File: src/rtl/wb_retire_monitor.sv
// wb_retire_monitor
// Consumer end of the processor observation interface. Each fetched
// instruction is carried down a delay line matched to the IF->WB depth.
// Every writeback register write then pushes {instruction, cycle stamp}
// into a small FIFO. A host or scoreboard drains the FIFO over a
// valid/ready port. A saturating retired-write counter and a sticky
// overflow flag are maintained alongside.
//
// Optional feature macro: RETIRE_NOP_FILTER_EN
//   defined   - a write whose WB tap is the all-zero NOP is ignored
//               (no record, no overflow effect, no count)
//   undefined - every RegWriteW cycle is recorded
module wb_retire_monitor #(
    parameter int WB_LAT = 4,   // fetch-to-writeback distance, 1..8
    parameter int DEPTH  = 8,   // FIFO entries, power of two, >= 2
    parameter int CYC_W  = 16,  // cycle stamp width
    parameter int CNT_W  = 32   // retired-write counter width
) (
    input  logic                   CLK,
    input  logic                   reset,
    input  logic [31:0]            instruction,
    input  logic                   RegWriteW,
    input  logic                   pipe_hold,
    input  logic                   pipe_flush,
    input  logic                   rec_ready,
    input  logic                   clear_ovf,
    output logic                   rec_valid,
    output logic [31:0]            rec_instr,
    output logic [CYC_W-1:0]       rec_cycle,
    output logic [$clog2(DEPTH):0] fifo_level,
    output logic [CNT_W-1:0]       wb_count,
    output logic                   overflow
);

    localparam int PTR_W = $clog2(DEPTH);
    localparam int LVL_W = PTR_W + 1;
    localparam logic [LVL_W-1:0] FULL_LVL  = LVL_W'(DEPTH);
    localparam logic [31:0]      NOP_INSTR = 32'h0000_0000;

    // Delay line, stage 0 youngest, stage WB_LAT-1 is in writeback
    logic [31:0]      dly_q [WB_LAT];
    logic [31:0]      dly_d [WB_LAT];
    logic [31:0]      shin_s [WB_LAT];

    // Free-running cycle stamp
    logic [CYC_W-1:0] cyc_q;
    logic [CYC_W-1:0] cyc_d;

    // FIFO storage and bookkeeping
    logic [31:0]      mem_instr_q [DEPTH];
    logic [CYC_W-1:0] mem_cyc_q   [DEPTH];
    logic [PTR_W-1:0] wr_ptr_q;
    logic [PTR_W-1:0] wr_ptr_d;
    logic [PTR_W-1:0] rd_ptr_q;
    logic [PTR_W-1:0] rd_ptr_d;
    logic [LVL_W-1:0] lvl_q;
    logic [LVL_W-1:0] lvl_d;

    // Registered head view and status
    logic             valid_q;
    logic             valid_d;
    logic [31:0]      head_instr_q;
    logic [31:0]      head_instr_d;
    logic [CYC_W-1:0] head_cyc_q;
    logic [CYC_W-1:0] head_cyc_d;
    logic [CNT_W-1:0] cnt_q;
    logic [CNT_W-1:0] cnt_d;
    logic             ovf_q;
    logic             ovf_d;

    // Per-cycle control decisions
    logic [31:0]      tap_s;
    logic             push_req_s;
    logic             pop_s;
    logic             full_s;
    logic             wr_en_s;
    logic             drop_s;
    logic             bypass_s;

    assign tap_s = dly_q[WB_LAT-1];

    // Build the shifted view of the delay line (new fetch enters stage 0)
    always_comb begin
        shin_s[0] = instruction;
        for (int i = 1; i < WB_LAT; i++) begin
            shin_s[i] = dly_q[i-1];
        end
    end

    // Next delay-line contents: flush squashes the two youngest slots after
    // the shift (or in place while held); hold freezes everything else
    always_comb begin
        for (int i = 0; i < WB_LAT; i++) begin
            if (pipe_flush && (i < 2)) begin
                dly_d[i] = NOP_INSTR;
            end else if (pipe_hold) begin
                dly_d[i] = dly_q[i];
            end else begin
                dly_d[i] = shin_s[i];
            end
        end
    end

    // Cycle stamp wraps naturally at 2^CYC_W
    always_comb begin
        cyc_d = cyc_q + CYC_W'(1);
    end

    // Push/pop arbitration, drop detection and overflow next state
    always_comb begin
`ifdef RETIRE_NOP_FILTER_EN
        push_req_s = RegWriteW && (tap_s != NOP_INSTR);
`else
        push_req_s = RegWriteW;
`endif
        full_s  = (lvl_q == FULL_LVL);
        pop_s   = valid_q && rec_ready;
        // A full FIFO still accepts a write when the head leaves this edge
        wr_en_s = push_req_s && (!full_s || pop_s);
        drop_s  = push_req_s && full_s && !pop_s;
        if (drop_s) begin
            ovf_d = 1'b1;
        end else if (clear_ovf) begin
            ovf_d = 1'b0;
        end else begin
            ovf_d = ovf_q;
        end
    end

    // Pointer and occupancy next state
    always_comb begin
        if (wr_en_s) begin
            wr_ptr_d = wr_ptr_q + PTR_W'(1);
        end else begin
            wr_ptr_d = wr_ptr_q;
        end
        if (pop_s) begin
            rd_ptr_d = rd_ptr_q + PTR_W'(1);
        end else begin
            rd_ptr_d = rd_ptr_q;
        end
        case ({wr_en_s, pop_s})
            2'b10:   lvl_d = lvl_q + LVL_W'(1);
            2'b01:   lvl_d = lvl_q - LVL_W'(1);
            default: lvl_d = lvl_q;
        endcase
        valid_d = (lvl_d != '0);
    end

    // Next head view: when the slot becoming head is written on this same
    // edge, take the incoming record directly instead of the stale array
    always_comb begin
        bypass_s = wr_en_s && (wr_ptr_q == rd_ptr_d);
        if (bypass_s) begin
            head_instr_d = tap_s;
            head_cyc_d   = cyc_q;
        end else begin
            head_instr_d = mem_instr_q[rd_ptr_d];
            head_cyc_d   = mem_cyc_q[rd_ptr_d];
        end
    end

    // Retired-write counter saturates at all-ones
    always_comb begin
        if (push_req_s && (cnt_q != {CNT_W{1'b1}})) begin
            cnt_d = cnt_q + CNT_W'(1);
        end else begin
            cnt_d = cnt_q;
        end
    end

    // Delay line and cycle stamp registers
    always_ff @(posedge CLK or negedge reset) begin
        if (!reset) begin
            for (int i = 0; i < WB_LAT; i++) begin
                dly_q[i] <= 32'h0000_0000;
            end
            cyc_q <= '0;
        end else begin
            for (int i = 0; i < WB_LAT; i++) begin
                dly_q[i] <= dly_d[i];
            end
            cyc_q <= cyc_d;
        end
    end

    // FIFO storage; cleared on reset so no stale record survives
    always_ff @(posedge CLK or negedge reset) begin
        if (!reset) begin
            for (int i = 0; i < DEPTH; i++) begin
                mem_instr_q[i] <= 32'h0000_0000;
                mem_cyc_q[i]   <= '0;
            end
        end else if (wr_en_s) begin
            mem_instr_q[wr_ptr_q] <= tap_s;
            mem_cyc_q[wr_ptr_q]   <= cyc_q;
        end
    end

    // FIFO control, head view, counter and overflow registers
    always_ff @(posedge CLK or negedge reset) begin
        if (!reset) begin
            wr_ptr_q     <= '0;
            rd_ptr_q     <= '0;
            lvl_q        <= '0;
            valid_q      <= 1'b0;
            head_instr_q <= 32'h0000_0000;
            head_cyc_q   <= '0;
            cnt_q        <= '0;
            ovf_q        <= 1'b0;
        end else begin
            wr_ptr_q     <= wr_ptr_d;
            rd_ptr_q     <= rd_ptr_d;
            lvl_q        <= lvl_d;
            valid_q      <= valid_d;
            head_instr_q <= head_instr_d;
            head_cyc_q   <= head_cyc_d;
            cnt_q        <= cnt_d;
            ovf_q        <= ovf_d;
        end
    end

    assign rec_valid  = valid_q;
    assign rec_instr  = head_instr_q;
    assign rec_cycle  = head_cyc_q;
    assign fifo_level = lvl_q;
    assign wb_count   = cnt_q;
    assign overflow   = ovf_q;

endmodule

File: config.mk
export PLATFORM = sky130hd
export DESIGN_NAME = wb_retire_monitor
export DESIGN_NICKNAME = d
export VERILOG_FILES = /design/src/rtl/wb_retire_monitor.sv
export SDC_FILE = /design/constraint.sdc
export NUM_CORES = 1
export LEC_CHECK = 0
export ABC_AREA = 1
export CAP_MARGIN = 20
export CORE_MARGIN = 2
export CORE_UTILIZATION = 37
export CTS_CLUSTER_SIZE = 40
export DETAILED_ROUTE_END_ITERATION = 12
export PLACE_DENSITY = 0.59
export SLEW_MARGIN = 20
export SYNTH_ARGS = -nofsm -noshare
export SYNTH_HDL_FRONTEND = slang
export SYNTH_SLANG_ARGS = --single-unit
File: constraint.sdc
create_clock -name CLK -period 5.6 [get_ports CLK]
set_input_delay 0.56 -clock CLK [delete_from_list [all_inputs] [get_ports CLK]]
set_output_delay 0.56 -clock CLK [all_outputs]
set_load 0.05 [all_outputs]
; After elaboration in Yosys (flattened, before gate mapping)
; Cells that the tools add are included.
[totals]
inputBits = 39
register_bits = 620
out_inout_bits = 86
[op_classes]
n_eq_ne = 6
reduce_logical = 12
order_cmp = 3
add_sub_neg = 6
n_mux = 22
bitwise_logic = 2
[ops]
columns = op, n
row1 = bitwise mux 256 bit, 1
row2 = 2-to-1 mux 32 bit, 8
row3 = bitwise mux 128 bit, 1
row4 = binary-select mux 32 bit (select 3 bit), 1
row5 = demux 32 bit (select 3 bit), 1
row6 = 2-to-1 mux 16 bit, 4
row7 = binary-select mux 16 bit (select 3 bit), 1
row8 = demux 16 bit (select 3 bit), 1
row9 = adder 32 x 1 -> 32 bit (second input constant), 1
row10 = inequality test 32 bit (second input constant), 1
row11 = adder 16 x 1 -> 16 bit (second input constant), 1
row12 = >= comparator 4 bit (second input constant), 2
row13 = NOT 3 -> 4 bit, 2
row14 = one-hot mux 4 bit (2 select lines), 1
row15 = logical AND 1 bit, 7
row16 = adder 3 x 1 -> 3 bit (second input constant), 2
row17 = adder 4 x 1 -> 4 bit (second input constant), 1
row18 = == test 4 bit (second input constant), 1
row19 = < comparator 4 x 1 -> 1 bit (second input constant), 1
row20 = nonzero test 4 bit, 1
row21 = subtractor 4 x 1 -> 4 bit (second input constant), 1
row22 = == test 3 bit, 1
row23 = 2-to-1 mux 3 bit, 1
row24 = == test 2 x 1 -> 1 bit (second input constant), 1
row25 = 6 further kinds, 8

; Depth between registers and ports, before layout
; Gate-level depths: netlist of the first run.
[depth]
depth_word = 7
mapped_depth = 15
mapped_depth_nobuf = 15

; Worst setup path after synthesis of the first run
; No wires, ideal clock.
[synth_timing]
path_type = flip-flop to flip-flop
from = register valid_q (netlist: rec_valid)
to = register valid_q (netlist: rec_valid)
path_slack_ps = 3172
required_time_ps = 5475
synth_period_minus_slack_ps = 2428
stages_incl_launch_ff = 14
arrival_time_ps = 2302
path_cell_list = dfrtp_1 -> nand2_2 -> nand3_2 -> nand2_2 -> ha_1 -> nand2_1 -> inv_1 -> nor2_1 -> ha_1 -> nand2_1 -> nand2_1 -> or2_2 -> nor2_1 -> nand3_1
[synth_between]
elab_chain_cells = 6
[synth_rtl]
columns = item, line_no
row1 = start: declaration, 60  ; logic valid_q;
row2 = start signal: assignment, 215  ; valid_q <= valid_d;
row3 = logical AND 1 bit (*), 117  ; pop_s = valid_q && rec_ready;
row4 = logical OR 1 bit, 119  ; wr_en_s = push_req_s && (!full_s || pop_s);
row5 = logical AND 1 bit, 119
row6 = == test 2 x 1 -> 1 bit or == test 2 bit (tied branches), 142  ; case ({wr_en_s, pop_s})
row7 = one-hot mux 4 bit (2 select lines) (*), 142
row8 = net lvl_d[1], 57  ; logic [LVL_W-1:0] lvl_d;
row9 = nonzero test 4 bit (*), 147  ; valid_d = (lvl_d != '0);
row10 = net valid_d, 61  ; logic valid_d;
; The timed path passes the listed nets; every way through them passes the cells marked *.
; A chain may end at the register's enable or synchronous reset.

; Final worst setup path of the first run
[layout_timing]
from = register rd_ptr_q[0]
to = register head_cyc_q[13] (netlist: rec_cycle[13])
[layout_between]
elab_chain_cells = 7
[layout_rtl]
columns = item, line_no
row1 = start: declaration, 54  ; logic [PTR_W-1:0] rd_ptr_q;
row2 = start signal: assignment, 213  ; rd_ptr_q <= rd_ptr_d;
row3 = adder 3 x 1 -> 3 bit, 138  ; rd_ptr_d = rd_ptr_q + PTR_W'(1);
row4 = 2-to-1 mux 3 bit (*), 137  ; if (pop_s) begin
row5 = NOT 3 -> 4 bit (not written as such), 159  ; head_cyc_d = mem_cyc_q[rd_ptr_d];
row6 = binary-select mux 16 bit (select 3 bit), 159
row7 = 2-to-1 mux 16 bit (not written as such) (2 in a row), 159
row8 = 2-to-1 mux 16 bit (*), 154  ; if (bypass_s) begin
row9 = net head_cyc_d[13], 65  ; logic [CYC_W-1:0] head_cyc_d;
row10 = end signal: assignment, 217  ; head_cyc_q <= head_cyc_d;
row11 = end: declaration, 64  ; logic [CYC_W-1:0] head_cyc_q;
; The timed path passes the listed nets; every way through them passes the cells marked *. The select of a mux whose other input is x is not followed.

==> results of run 1 <==
flip-flops by register name (all words and copies together), names as in the netlist, 4 cells and up:
name	flops
mem_instr_q	256
mem_cyc_q	128
dly_q	96
rec_instr	32
tap_s	32
wb_count	32
cyc_q	16
rec_cycle	16
fifo_level	4
logic make-up after synthesis:
kind of cell	share of synthesized area, %
compound gates	9.24
xor+xnor	0.909
fa+ha+maj	0.303
buf+inv	10.0
flops	53.7
simple gates	25.8
cells in the mapped netlist, drive strengths merged:
cell	count	share of area [%]
a21oi	36	0.62
and2	1	0.022
buf	115	2.7
clkbuf	117	1.5
clkinv	2	0.026
dfrtp	620	54
ha	7	0.30
inv	441	5.7
nand2	867	11
nand2b	1	0.022
nand3	491	8.6
nand3b	108	2.8
nand4	66	1.8
nor2	94	1.3
nor3	3	0.052
o21ai	456	7.9
o22ai	33	0.71
or2	2	0.043
xnor2	11	0.33
xor2	19	0.58
area by class of cell:
class / count / area [um^2]
clock buffer: 99 / 2040
sequential: 620 / 15500
tap: 1040 / 1300
inverter: 443 / 1670
clock inverter: 23 / 248
timing repair buffer: 159 / 1600
fill: 7808 / 44400
multi-input combinational: 2195 / 10500
power by group:
part,internal [mW],switching [mW],leakage [nW]
clock network,2.73,1.88,1.14
registers,5.81,0.765,8.03
logic,2.29,4.94,6.31
placed cells by master, fill, tap and decap left out, types with 36 or more instances in the layout:
| master | instances |
|---|---|
| clkbuf_16 | 71 |
| a21oi_1 | 36 |
| nand3b_1 | 108 |
| nor2_1 | 92 |
| nand2_1 | 859 |
| nand3_1 | 487 |
| nand4_1 | 59 |
| o21ai_1 | 69 |
| inv_1 | 434 |
| clkdlybuf4s50_1 | 122 |
| dfrtp_1 | 620 |
| o21ai_0 | 387 |
critical path, cell delays in order (launching register included):
cell and delay, ns:
dfrtp_1 0.44, ha_1 0.20, nand3_1 0.08, nand2_1 0.11
nand2_2 0.48, inv_2 0.96, buf_4 0.45, nand3_1 0.12
nand3_1 0.09, nand2_1 0.06
worst max-delay path by stage:
stage,start,to,slack (ns),cells after the start
2_1_floorplan,rec_valid,rec_valid,3.17,13
3_3_place_gp,rec_ready,mem_instr_q[69],1.83,9
3_5_place_dp,rec_ready,mem_instr_q[224],1.78,9
4_1_cts,rec_valid,mem_instr_q[230],2.40,8
5_1_grt,rec_ready,mem_instr_q[232],2.19,9
6_report,rd_ptr_q[0],rec_cycle[13],2.43,9
metal layers:
layer,vias to the layer above,part of all wire (%),GRT usage (%)
li1,11223,-,-
met1,10939,47,27.9
met2,574,46,31.6
met3,110,5.3,2.64
met4,0,2.3,5.60
met5,-,0,0
through the flow:
stage	total power, mW	hold slack [ns]	worst slack, ns
floorplan	11.7	0.264	3.17
global placement	13.8	0.456	1.83
detailed placement	13.9	0.464	1.78
CTS	18.6	0.404	2.40
global route	19.7	0.473	2.19
finish	18.4	0.428	2.43
==> flow_metrics.env, run 1 <==
export IMPL_drc=0
export IMPL_ys_ff_latch=620
export IMPL_r2r_start="rd_ptr_q[0]"
export IMPL_dp_hpwl_um=43400
export IMPL_holdPathStages=3
export IMPL_placed_cell_area_mm2=0.0306
export IMPL_rows=102
export IMPL_root_buffer="clkbuf_16"
export IMPL_drtAntennaViolNets=0
export IMPL_hold_start="pipe_hold"
export IMPL_vias_per_cell=4.99
export IMPL_yosysSeqAreaShare_pct=53.7
export IMPL_cp_required_ns=6.08
export IMPL_htreeDepth=3
export IMPL_vias=22846
export IMPL_instances_no_fill=4579
export IMPL_regToRegEndpoint="rec_cycle[13]"
export IMPL_clk_path_buf_depth=3
export IMPL_die_x_um=283
export IMPL_ctsResizeCount=0
export IMPL_first_pass_iters=5
export IMPL_mappedNetlistArea_mm2=0.0289
export IMPL_grt_setup_unrepaired="no"
export IMPL_grt_start_max_net_pins=171
export IMPL_finalHoldViolations=0
export IMPL_die_height_um=283
export IMPL_numCtsBuffers=70
export IMPL_antenna_cells=0
export IMPL_synth_area_per_cell_um2=8.28
export IMPL_run_status="finished clean"
export IMPL_maxCapViolCount=0
export IMPL_wl_um=78500
export IMPL_routedWlPerCell_um=17.1
export IMPL_hp_class="in2reg"
export IMPL_syn2layout_area_growth_pct=13.9
export IMPL_post_cts_buffers=0
export IMPL_power_density_mw_per_mm2=560
export IMPL_antenna_found_initial=1
export IMPL_start_util_pct=37.4
export IMPL_track_usage_pct=19.7
export IMPL_grt_pass1_vias=22075
export IMPL_grt_pass1_wl_um=127000
export IMPL_fin_skew_ns=0.0272
export IMPL_slew_violations=0
export IMPL_arrival_ns=3.65
export IMPL_rrSetupSlack_ns=2.43
export IMPL_boundaryPins=125
export IMPL_ctsHoldBuffers=1
export IMPL_drive_gt1_share_pct=4.97
export IMPL_setup_viol=0
export IMPL_min_period_ns=3.17
export IMPL_place_gp_congestion=0.795
export IMPL_cts_sinks=620
export IMPL_first_iter_violations=1983
export IMPL_tns_ns=0
export IMPL_clkLatencyLatePin_ns=0.62
export IMPL_cts_tree="built"
export IMPL_die_area_mm2=0.0803
export IMPL_leakage_nw=15.5
export IMPL_worst_slew_pin_slew_ns=1.05
export IMPL_syn_inst=3490
export IMPL_ys_types=32
export IMPL_min_to="dly_q[39]"
export IMPL_cp_start_kind="flop"
export IMPL_worstSetupPathType="reg2reg"
export IMPL_fmaxAchievable_ghz=0.316
export IMPL_cp_max_fo=36
export IMPL_max_slew_margin_pct=30.0
export IMPL_timing_final_crit_share_pct=56.5
export IMPL_portBuffers=124
export IMPL_dp_cells=4456
export IMPL_nets=3535
export IMPL_worstSetupEndpointType="flop"
export IMPL_ys_warn_count=0
export IMPL_syn_num_nets=3536
export IMPL_design_area_mm2=0.0329
export IMPL_postLayoutCoreUtil_pct=42.5
export IMPL_ir_drop_v=0.000595
export IMPL_clkTransAtPathRegs_ns=0.06
export IMPL_grt_overflow_total=0
export IMPL_rr_worst_depth=9
export IMPL_fp_coreArea_mm2=0.0773
Note: power is estimated with default switching activity, not from simulation.
==> run 2, diff against run 1 <==
==> constraint.sdc (replaced) <==
create_clock -name CLK -period 3 [get_ports CLK]
set_input_delay 0.3 -clock CLK [delete_from_list [all_inputs] [get_ports CLK]]
set_output_delay 0.3 -clock CLK [all_outputs]
set_load 0.05 [all_outputs]
==> run 2 against run 1 <==
Compared with the run above:
- flip-flop and latch count unchanged
- final cell count grew 0.83%
- critical path depth up 4
- power is 88% higher
- non-clock buffer count grew 40
- sequential share of layout area is 0.76 points lower
- global-route usage down 0.26 points
- register-to-register slack worse by 1.8 ns
- die area did not move
- fmax up 34%
- critical path type unchanged
==> flow_metrics.env, run 2 (synthesis gave the netlist of run 1 again) <==
export IMPL_grt_pass1_vias=22459
export IMPL_leakage_nw=15.8
export IMPL_grt_overflow_total=0
export IMPL_path_buf_inv=1
export IMPL_maxCapViolCount=0
export IMPL_tns_ns=0
export IMPL_slew_violations=0
export IMPL_dp_hpwl_um=44300
export IMPL_cp_slowest_stage_delay_ns=0.55
export IMPL_root_buffer="clkbuf_16"
export IMPL_vias_per_cell=4.97
export IMPL_power_switching_mw=14.2
export IMPL_fp_coreArea_mm2=0.0773
export IMPL_cp_max_fo=7
export IMPL_nets=3575
export IMPL_worstSetupEndpointType="flop"
export IMPL_sequentialPowerShare_pct=35.4
export IMPL_min_period_ns=2.35
export IMPL_timing_final_crit_share_pct=78.5
export IMPL_setup_viol=0
export IMPL_final_cell_mix="nand2_1, dfrtp_1, nand3_1"
export IMPL_clk_path_buf_depth=3
export IMPL_place_gp_congestion=0.804
export IMPL_regMostFlops="mem_instr_q"
export IMPL_largest_reg_flops=256
export IMPL_design_area_mm2=0.0334
export IMPL_first_pass_iters=5
export IMPL_numCtsBuffers=70
export IMPL_fin_skew_ns=0.0125
export IMPL_portBuffers=124
export IMPL_vias=22941
export IMPL_die_area_mm2=0.0803
export IMPL_drc=0
export IMPL_power_density_mw_per_mm2=1030
export IMPL_fmaxAchievable_ghz=0.425
export IMPL_first_iter_violations=1786
export IMPL_run_status="finished clean"
export IMPL_syn2layout_area_growth_pct=15.7
export IMPL_die_x_um=283
export IMPL_hp_class="in2async"
export IMPL_start_util_pct=37.4
export IMPL_ir_drop_v=0.000858
export IMPL_crit_chain="nand2_2 > nand3_2 > nand2_2 > ha_1 > nand2_1 > inv_1 > nor2_1 > ha_1 > nand2_1 > nand2_1 > or2_2 > nor2_1 > nand3_1"
export IMPL_die_height_um=283
export IMPL_htreeDepth=3
export IMPL_p_clk_share_pct=24.0
export IMPL_grt_start_max_net_pins=101
export IMPL_top_regs="mem_instr_q (256), mem_cyc_q (128), dly_q (96)"
export IMPL_cts_sinks=620
export IMPL_drive_gt1_share_pct=5.73
export IMPL_antenna_found_initial=1
export IMPL_crit_family="simple AND/OR/NAND/NOR gates"
export IMPL_wl_um=77700
export IMPL_fillCellCount=7860
export IMPL_intPower_mw=20.3
export IMPL_track_usage_pct=19.4
export IMPL_rows=102
export IMPL_grt_pass1_wl_um=126000
export IMPL_cts_tree="built"
export IMPL_crit_slowest_cell="dfrtp_1"
export IMPL_cp_required_ns=3.48
export IMPL_p_comb_share_pct=40.6
export IMPL_placed_cell_area_mm2=0.0312
export IMPL_routedWlPerCell_um=16.8
export IMPL_clkTransAtPathRegs_ns=0.06
export IMPL_finalHoldViolations=0
export IMPL_total_power_mw=34.6
export IMPL_mostFrequentLayoutCell="nand2_1"
export IMPL_boundaryPins=125
export IMPL_max_slew_margin_pct=52.7
export IMPL_drtAntennaViolNets=0
export IMPL_post_cts_buffers=0
export IMPL_arrival_ns=2.83
export IMPL_path_common_cell="nand2_1"
export IMPL_worst_slew_pin_slew_ns=0.710
export IMPL_grt_setup_unrepaired="no"
export IMPL_switching_share_pct=41.1
export IMPL_cp_start_kind="flop"
export IMPL_worstSetupPathType="reg2reg"
export IMPL_clkLatencyLatePin_ns=0.62
-- run 2: worst paths after layout --
path,startpoint,endpoint,slack (ns),cells past startpoint
hold / removal,reset,wb_count[5],0.22,2
setup / recovery,rec_valid,rec_valid,0.65,13
max in group asynchronous,reset,rec_instr[11],1.78,3
hold reg to reg,mem_cyc_q[46],mem_cyc_q[46],0.47,2
setup reg to reg,rec_valid,rec_valid,0.65,13
min in group CLK,pipe_hold,dly_q[49],0.22,3
-- run 2: final cells by class --
cell class	count	area, um^2	share of cell area [%]
Sequential cell	620	15500	46.4
Antenna cell	1	2.50	0.00748
Clock buffer	105	2040	6.11
Tap cell	1040	1300	3.89
Multi-Input combinational cell	2195	10500	31.5
Clock inverter	14	158	0.472
Inverter	443	1670	4.98
Timing Repair Buffer	199	2220	6.65
-- run 2: metal layers --
| metal | global-route usage [%] | wire length [um] | vias to the layer above |
|---|---|---|---|
| met5 | 0 | 0 | - |
| met4 | 5.94 | 1750 | 0 |
| met3 | 2.55 | 3480 | 137 |
| met2 | 31.6 | 36000 | 497 |
| met1 | 27.0 | 36400 | 10982 |
| li1 | - | - | 11325 |
-- run 2: what timing repair did --
| action | in CTS | in global routing |
|---|---|---|
| hold buffers | 1 | 0 |
| hold endpoints to repair | 44 | 0 |
| resized for setup | 0 | 0 |
-- run 2: power by group through the flow --
stage | logic, mW | clock network (mW) | registers, mW
after floorplan | 8.43 | 0 | 13.4
after global placement | 13.9 | 0 | 12.3
after detailed placement | 14.1 | 0 | 12.3
after CTS | 14.1 | 8.53 | 12.2
after global routing | 15.6 | 8.83 | 12.5
final | 14.0 | 8.31 | 12.2
-- run 2: metrics by stage --
step                      hold slack [ns]  worst slack (ns)  instances  utilization (%)
final                               0.217             0.645       4617             43.2
after detailed placement            0.289             0.388       4496             40.4
after global routing                0.241             0.463       4616             43.2
after floorplan                   0.00441             0.572       3490                -
after global placement              0.288             0.385       4496             40.4
after CTS                           0.191             0.622       4616             43.2
